**src/rtl/instruction_fetch.sv**
```systemverilog
// Instruction fetch: PC generation, imem request/response tracking and a small buffer
// feeding the decoder over valid/ready. Optional FETCH_MISALIGN_CHECK_EN adds fetch_fault.
module instruction_fetch #(
  parameter int unsigned        XLEN       = 32,
  parameter logic [XLEN-1:0]    RESET_PC   = '0,
  parameter int unsigned        FIFO_DEPTH = 2
) (
  input  logic            clk,
  input  logic            rst_n,
  input  logic            en,
  output logic            imem_req,
  output logic [XLEN-1:0] imem_addr,
  input  logic            imem_gnt,
  input  logic            imem_rvalid,
  input  logic [XLEN-1:0] imem_rdata,
  input  logic            redirect,
  input  logic [XLEN-1:0] redirect_pc,
  output logic            instr_valid,
  input  logic            instr_ready,
  output logic [XLEN-1:0] instr,
  output logic [XLEN-1:0] instr_pc
`ifdef FETCH_MISALIGN_CHECK_EN
  ,
  output logic            fetch_fault
`endif
);

  localparam int unsigned PtrW = (FIFO_DEPTH > 1) ? $clog2(FIFO_DEPTH) : 1;
  localparam int unsigned CntW = $clog2(FIFO_DEPTH + 1);
  localparam logic [CntW:0] DepthVal = (CntW + 1)'(FIFO_DEPTH);

  logic [XLEN-1:0] fetch_pc_q, fetch_pc_d;
  logic [XLEN-1:0] head_pc_q, head_pc_d;
  logic [XLEN-1:0] mem_q [FIFO_DEPTH];
  logic [PtrW-1:0] wr_ptr_q, wr_ptr_d, rd_ptr_q, rd_ptr_d;
  logic [CntW-1:0] fifo_cnt_q, fifo_cnt_d;
  logic [CntW-1:0] out_cnt_q, out_cnt_d;
  logic [CntW-1:0] drop_cnt_q, drop_cnt_d;
  logic [CntW:0]   occupancy;
  logic [XLEN-1:0] target_pc;
  logic            gnt_fire, push, pop, req_block;

`ifdef FETCH_MISALIGN_CHECK_EN
  logic fault_q, fault_d;

  always_comb begin
    fault_d = fault_q;
    if (redirect) fault_d = |redirect_pc[1:0];
  end

  always_ff @(posedge clk or negedge rst_n) begin
    if (!rst_n) fault_q <= 1'b0;
    else        fault_q <= fault_d;
  end

  assign fetch_fault = fault_q;
  assign req_block   = fault_q;
`else
  assign req_block   = 1'b0;
`endif

  // Low address bits of a redirect target are never used to fetch.
  assign target_pc = redirect_pc & ~(XLEN'(3));

  // Outstanding requests plus buffered words may never exceed the buffer size.
  assign occupancy = {1'b0, out_cnt_q} + {1'b0, fifo_cnt_q};

  assign imem_req    = en & ~redirect & ~req_block & (occupancy < DepthVal);
  assign imem_addr   = fetch_pc_q;
  assign gnt_fire    = imem_req & imem_gnt;
  assign instr_valid = (fifo_cnt_q != '0);
  assign instr       = mem_q[rd_ptr_q];
  assign instr_pc    = head_pc_q;
  assign pop         = instr_valid & instr_ready;
  assign push        = imem_rvalid & (drop_cnt_q == '0) & ~redirect;

  always_comb begin
    fetch_pc_d = fetch_pc_q;
    head_pc_d  = head_pc_q;
    wr_ptr_d   = wr_ptr_q;
    rd_ptr_d   = rd_ptr_q;
    fifo_cnt_d = fifo_cnt_q;
    drop_cnt_d = drop_cnt_q;
    out_cnt_d  = out_cnt_q + CntW'(gnt_fire) - CntW'(imem_rvalid);

    if (gnt_fire) fetch_pc_d = fetch_pc_q + XLEN'(4);
    if (imem_rvalid && (drop_cnt_q != '0)) drop_cnt_d = drop_cnt_q - CntW'(1);
    if (push) wr_ptr_d = wr_ptr_q + PtrW'(1);
    if (pop) begin
      rd_ptr_d  = rd_ptr_q + PtrW'(1);
      head_pc_d = head_pc_q + XLEN'(4);
    end
    fifo_cnt_d = fifo_cnt_q + CntW'(push) - CntW'(pop);

    // Flush: everything still outstanding after this cycle belongs to the old path.
    if (redirect) begin
      fetch_pc_d = target_pc;
      head_pc_d  = target_pc;
      wr_ptr_d   = '0;
      rd_ptr_d   = '0;
      fifo_cnt_d = '0;
      drop_cnt_d = out_cnt_q - CntW'(imem_rvalid);
    end
  end

  always_ff @(posedge clk or negedge rst_n) begin
    if (!rst_n) begin
      fetch_pc_q <= RESET_PC;
      head_pc_q  <= RESET_PC;
      wr_ptr_q   <= '0;
      rd_ptr_q   <= '0;
      fifo_cnt_q <= '0;
      out_cnt_q  <= '0;
      drop_cnt_q <= '0;
    end else begin
      fetch_pc_q <= fetch_pc_d;
      head_pc_q  <= head_pc_d;
      wr_ptr_q   <= wr_ptr_d;
      rd_ptr_q   <= rd_ptr_d;
      fifo_cnt_q <= fifo_cnt_d;
      out_cnt_q  <= out_cnt_d;
      drop_cnt_q <= drop_cnt_d;
    end
  end

  always_ff @(posedge clk or negedge rst_n) begin
    if (!rst_n) begin
      for (int i = 0; i < int'(FIFO_DEPTH); i++) mem_q[i] <= '0;
    end else if (push) begin
      mem_q[wr_ptr_q] <= imem_rdata;
    end
  end

endmodule

```
**config.mk**
```make
export PLATFORM = sky130hd
export DESIGN_NAME = instruction_fetch
export DESIGN_NICKNAME = d
export VERILOG_FILES = /design/src/rtl/instruction_fetch.sv
export SDC_FILE = /design/constraint.sdc
export NUM_CORES = 1
export LEC_CHECK = 0
export CAP_MARGIN = 25
export CORE_MARGIN = 1.5
export CORE_UTILIZATION = 53
export CTS_CLUSTER_SIZE = 10
export DETAILED_ROUTE_END_ITERATION = 10
export GPL_TIMING_DRIVEN = 0
export PLACE_DENSITY = 0.95
export SLEW_MARGIN = 20
export SYNTH_ARGS = -nofsm -noshare
export SYNTH_HDL_FRONTEND = slang
export SYNTH_SLANG_ARGS = --single-unit
```
**constraint.sdc**
```tcl
create_clock -name clk -period 6.09 [get_ports clk]
set_input_delay 0.609 -clock clk [delete_from_list [all_inputs] [get_ports clk]]
set_output_delay 0.609 -clock clk [all_outputs]
set_load 0.05 [all_outputs]
```
Word-level counts from Yosys, hierarchy flattened
Cells that the tools add are included.
{"block": "op_classes", "n_addsub": 11, "n_lt_le_gt_ge": 4, "mux": 17, "bitwise_logic": 9, "reduce_logical": 9}
{"op": "2-to-1 mux 32 bit", "n": 8}
{"op": "adder 32 x 3 -> 32 bit, second input constant", "n": 2}
{"op": "bitwise mux 64 bit", "n": 1}
{"op": "demux 32 bit (select 1 bit)", "n": 1}
{"op": "nonzero test 2 bit", "n": 6}
{"op": "bitwise AND 1 bit", "n": 6}
{"op": "2-to-1 mux 2 bit", "n": 3}
{"op": "subtractor 2 x 1 -> 2 bit", "n": 3}
{"op": "adder 2 x 1 -> 2 bit", "n": 2}
{"op": "greater-or-equal comparator 2 bit, second input constant", "n": 2}
{"op": "2-to-1 mux 1 bit", "n": 4}
{"op": "inverter 1 -> 2 bit", "n": 2}
{"op": "adder 2 x 2 -> 3 bit", "n": 1}
{"op": "less-than comparator 3 x 2 -> 1 bit, second input constant", "n": 1}
{"op": "adder 1 bit, second input constant", "n": 2}
{"op": "logical AND 1 bit", "n": 2}
{"op": "zero test 2 bit", "n": 1}
{"op": "less-than comparator 2 x 1 -> 1 bit, second input constant", "n": 1}
{"op": "subtractor 2 x 1 -> 2 bit, second input constant", "n": 1}
{"op": "inverter 1 bit", "n": 1}
{"block": "totals", "regBits": 136, "inputBits": 71, "out_inout_bits": 98, "wordCells": 59}

Depth between registers and ports, before layout
{"block": "logic_depth", "depth_word": 6, "mapped_depth": 13}

Worst setup path after synthesis
No wires, ideal clock.
{"block": "synth_path", "path_kind": "register to register", "from": "register fifo_cnt_q[0]", "to": "register out_cnt_q[1]", "arrival_ps": 3206, "t_required_ps": 5967, "path_slack_ps": 2762, "stages_incl_launch_ff": 14, "n_path_buf": 3, "period_less_slack_ps": 3328, "path_cell_list": "dfrtp_1 > and2_1 > fa_1 > nor4b_4 > and2_1 > buf_2 > inv_2 > buf_2 > buf_2 > ha_1 > inv_1 > ha_1 > xnor2_1 > xnor2_1"}
{"block": "synth_via", "elab_chain_cells": 6}
{"item": "start: declaration", "line_no": "36", "rtl": "logic [CntW-1:0] fifo_cnt_q, fifo_cnt_d;"}
{"item": "start signal: assignment", "line_no": "120", "rtl": "fifo_cnt_q <= fifo_cnt_d;"}
{"item": "adder 2 x 2 -> 3 bit", "line_no": "66", "rtl": "assign occupancy = {1'b0, out_cnt_q} + {1'b0, fifo_cnt_q};"}
{"item": "less-than comparator 3 x 2 -> 1 bit", "line_no": "68", "rtl": "assign imem_req = en & ~redirect & ~req_block & (occupancy < DepthVal);"}
{"item": "bitwise AND 1 bit", "line_no": "68"}
{"item": "net imem_req", "line_no": "11", "rtl": "output logic imem_req,"}
{"item": "bitwise AND 1 bit", "line_no": "70", "rtl": "assign gnt_fire = imem_req & imem_gnt;"}
{"item": "adder 2 x 1 -> 2 bit", "line_no": "84", "rtl": "out_cnt_d = out_cnt_q + CntW'(gnt_fire) - CntW'(imem_rvalid);"}
{"item": "subtractor 2 x 1 -> 2 bit", "line_no": "84"}
{"item": "net out_cnt_d[1]", "line_no": "37", "rtl": "logic [CntW-1:0] out_cnt_q, out_cnt_d;"}
{"item": "end signal: assignment", "line_no": "121", "rtl": "out_cnt_q <= out_cnt_d;"}
{"item": "end: declaration", "line_no": "37"}
The timed path passes the listed nets, and every way through them passes these cells.
A chain may end at the register's enable or synchronous reset.

Final worst setup path
{"block": "layout_path", "from": "register fifo_cnt_q[0]", "to": "output imem_req"}
{"block": "layout_via", "elab_chain_cells": 3}
{"item": "adder 2 x 2 -> 3 bit", "line_no": "66"}
{"item": "less-than comparator 3 x 2 -> 1 bit", "line_no": "68"}
{"item": "bitwise AND 1 bit", "line_no": "68"}
{"item": "end: declaration", "line_no": "11"}
No other way between the ends.

==> impl_results.md <==
* Initial Utilization at 55.0%
* Global Route Usage Sum at 29.7%
* Post-synth top cells: dfrtp_1, mux2_2, nand2_1
* CP endpoint kind: output port
* N_diodes at 0
* Area Growth Syn to Fin at 36.2%
* Worst vdd ir at 0.325 mV
* Register area share after synthesis at 49.4%
* Die span in x at 115 microns
* Global route overflow at 0
* Number of global-route vias before repair at 5785
* DR vias at 5669
* Fin. max-slew vios at 0
* Final Cycle Share at 56.5%
* Final Util at 74.9%
* Most common cell in the netlist: dfrtp_1
* Worst-case clock skew at 0.0100 ns
* CTS tree: yes
* Clock tree buffer depth at 2
* Fin crit period at 3.44 ns
* Leak at 0.00377 uW
* Status: finished clean
* CP cell instances: and2_1 > fa_1 > nor4b_4 > clkdlybuf4s50_1
* Clock sink total at 132
* Cts hold-fix bufs at 0
* Final Wtd Congestion at 0.904
* Worst-skew pair later-pin latency at 0.42 ns
* PortBufs at 161
* Buf/Inv on CP at 1
* Nets at 862
* Most used DFF post-synth: dfrtp_1
* CP Launch Type: register
* Routed WL at 19100 microns
* Iteration count of the initial detailed-routing pass at 5
* Layout cells sized above 1 at 20.0%
* Worst-margin pin slew at 0.962 ns
* Fmax at 290 MHz
* Slowest cell on crit path: clkdlybuf4s50_1
* Postcts setup bufs at 0
* Area leader, netlist: dfrtp_1
* Die height at 115 microns
* Avg Cell Area, Syn at 11.2 sq um
* RSZ-0062 raised after global routing: no
* Top-area cell type share of the netlist area at 49.4%
* Power Total at 4170 uW
* Mapped Cells at 598
* Max_cap viols at 0
* Yosys Warn Count at 0
* Placed cell area at 0.00856 sq mm
* PD cells at 458 mW/mm^2
* Routed len/inst at 19.9 microns
* Synth area leaders: dfrtp_1, mux2_2, xnor2_1, nand2_1, nand3_1
* Crit path max fanout at 5
* Largest net degree at the start of global routing at 74
* DP Wirelength at 13700 microns
* Fin area at 0.00911 sq mm
* Initial antenna violation count at 0
* Crit path required time at 5.48 ns
* Core area at 0.0122 sq mm
* Number of nets still failing antenna checks after routing at 0
* Worst-path clk slew at 0.06 ns
* Row count at 40
* Yosys reg bits at 132
* Worst rel slew slack at 35.6%
* Post-CTS Resized at 0
* Netlist Area Pre-Place at 0.00669 sq mm
* DRT iter0 DRCs at 495
* Distinct cells, synth at 52
* I/O Pins at 169
* Hold Path Class: in2async
* Critical path's largest stage delay at 0.88 ns
* DIE AREA at 0.0133 sq mm
* H-Tree Depth at 4
* Clock root cell: clkbuf_16
* TritonCTS buffer count at 17
* Critical Setup Path Class: reg2out
* Setup Viol. Count Final at 0
* First-pass GRT wire length at 30100 microns
* Final Hold Vio Count at 0
* Crit path max-delay family: buffers and inverters
* Post-synth EDFFs at 0
* WHS at 0.120 ns
* Vias per Instance at 5.89
* Worst path arrival time at 2.83 ns
* Async SR Flop Fraction at 100%
* Drc violations at 0
==> flip-flops by register name (all words and copies together), names as in the netlist <==
register and cells:
mem_q 64, wr_ptr_q 1, imem_addr 30, instr_pc 30, out_cnt_q 2, fifo_cnt_q 2, rd_ptr_q 1, drop_cnt_q 2
==> cells by family after synthesis <==
family,after synthesis,share of synthesized area [%]
AO/OA/AOI/OAI,79,7.54
XOR/XNOR,44,5.76
adder cells (fa/ha/maj),9,1.80
buffers and inverters,51,3.33
flip-flops,132,49.4
multiplexers,103,17.3
other,1,0.0560
AND/OR/NAND/NOR,179,14.9
==> layout by cell type (no fill, tap or decap), types with 5 or more instances in the layout <==
cell / count
nor2_1: 25
o311ai_0: 5
or4_1: 6
a21boi_0: 6
xor2_1: 11
a21oi_1: 12
o21ai_1: 9
nor3_1: 14
ha_1: 8
nand4_1: 16
clkbuf_1: 22
mux2_2: 101
clkbuf_8: 6
inv_1: 16
clkdlybuf4s50_1: 160
buf_2: 7
dfrtp_1: 132
nor4_1: 6
nand2b_1: 6
clkbuf_16: 17
nand3_1: 24
xnor2_1: 33
o21ai_0: 21
and4_1: 9
o211ai_1: 11
nand2_1: 49
==> per-layer routing <==
metal | vias to the layer above | GRT usage (%) | routed length [microns]
li1 | 2513 | - | -
met1 | 2776 | 40.2 | 7710
met2 | 323 | 46.3 | 9320
met3 | 57 | 5.64 | 1380
met4 | 0 | 14.5 | 730
met5 | - | 0 | 0
==> cell type report <==
cell class | count | area [sq um]
sequential | 132 | 3300
multi-input combinational | 418 | 3180
fill | 833 | 3050
timing repair buffer | 162 | 1640
clock buffer | 23 | 508
tap | 168 | 210
buffer | 34 | 159
inverter | 17 | 63.8
clock inverter | 8 | 50.0
==> per-stage QoR <==
stage                     setup TNS [ns]  cells  setup slack [ns]
final                                  0    962              2.65
after global routing                   0    962              2.58
after CTS                              0    962              2.67
after detailed placement               0    931              2.87
after global placement            -76.19    930            -0.588
after floorplan                        0    601              2.76
==> path summary, 6_finish.rpt <==
kind                       cells after the start      endpoint           from  slack, ns
max in group asynchronous                      2      mem_q[9]          rst_n       5.24
min                                            1  instr_pc[12]          rst_n       0.12
max reg2reg                                   13  out_cnt_q[1]  fifo_cnt_q[0]       2.80
min in group clk                               1     mem_q[10]      mem_q[10]       0.50
min reg2reg                                    1     mem_q[10]      mem_q[10]       0.50
max                                            4      imem_req  fifo_cnt_q[0]       2.65
==> worst reg2reg max path: stages (launching register included) <==
cell,delay [ns]
dfrtp_1,0.43
and2_1,0.17
fa_1,0.48
nor4b_4,0.46
and2_1,0.18
buf_2,0.18
inv_2,0.08
buf_2,0.19
buf_2,0.22
ha_1,0.30
inv_1,0.04
ha_1,0.18
xnor2_1,0.13
xnor2_1,0.12
==> power by group <==
group | internal [uW] | switching [uW]
registers | 1160 | 198
logic | 761 | 1110
clock network | 580 | 372
No activity file was read; power rests on OpenSTA's default activity.
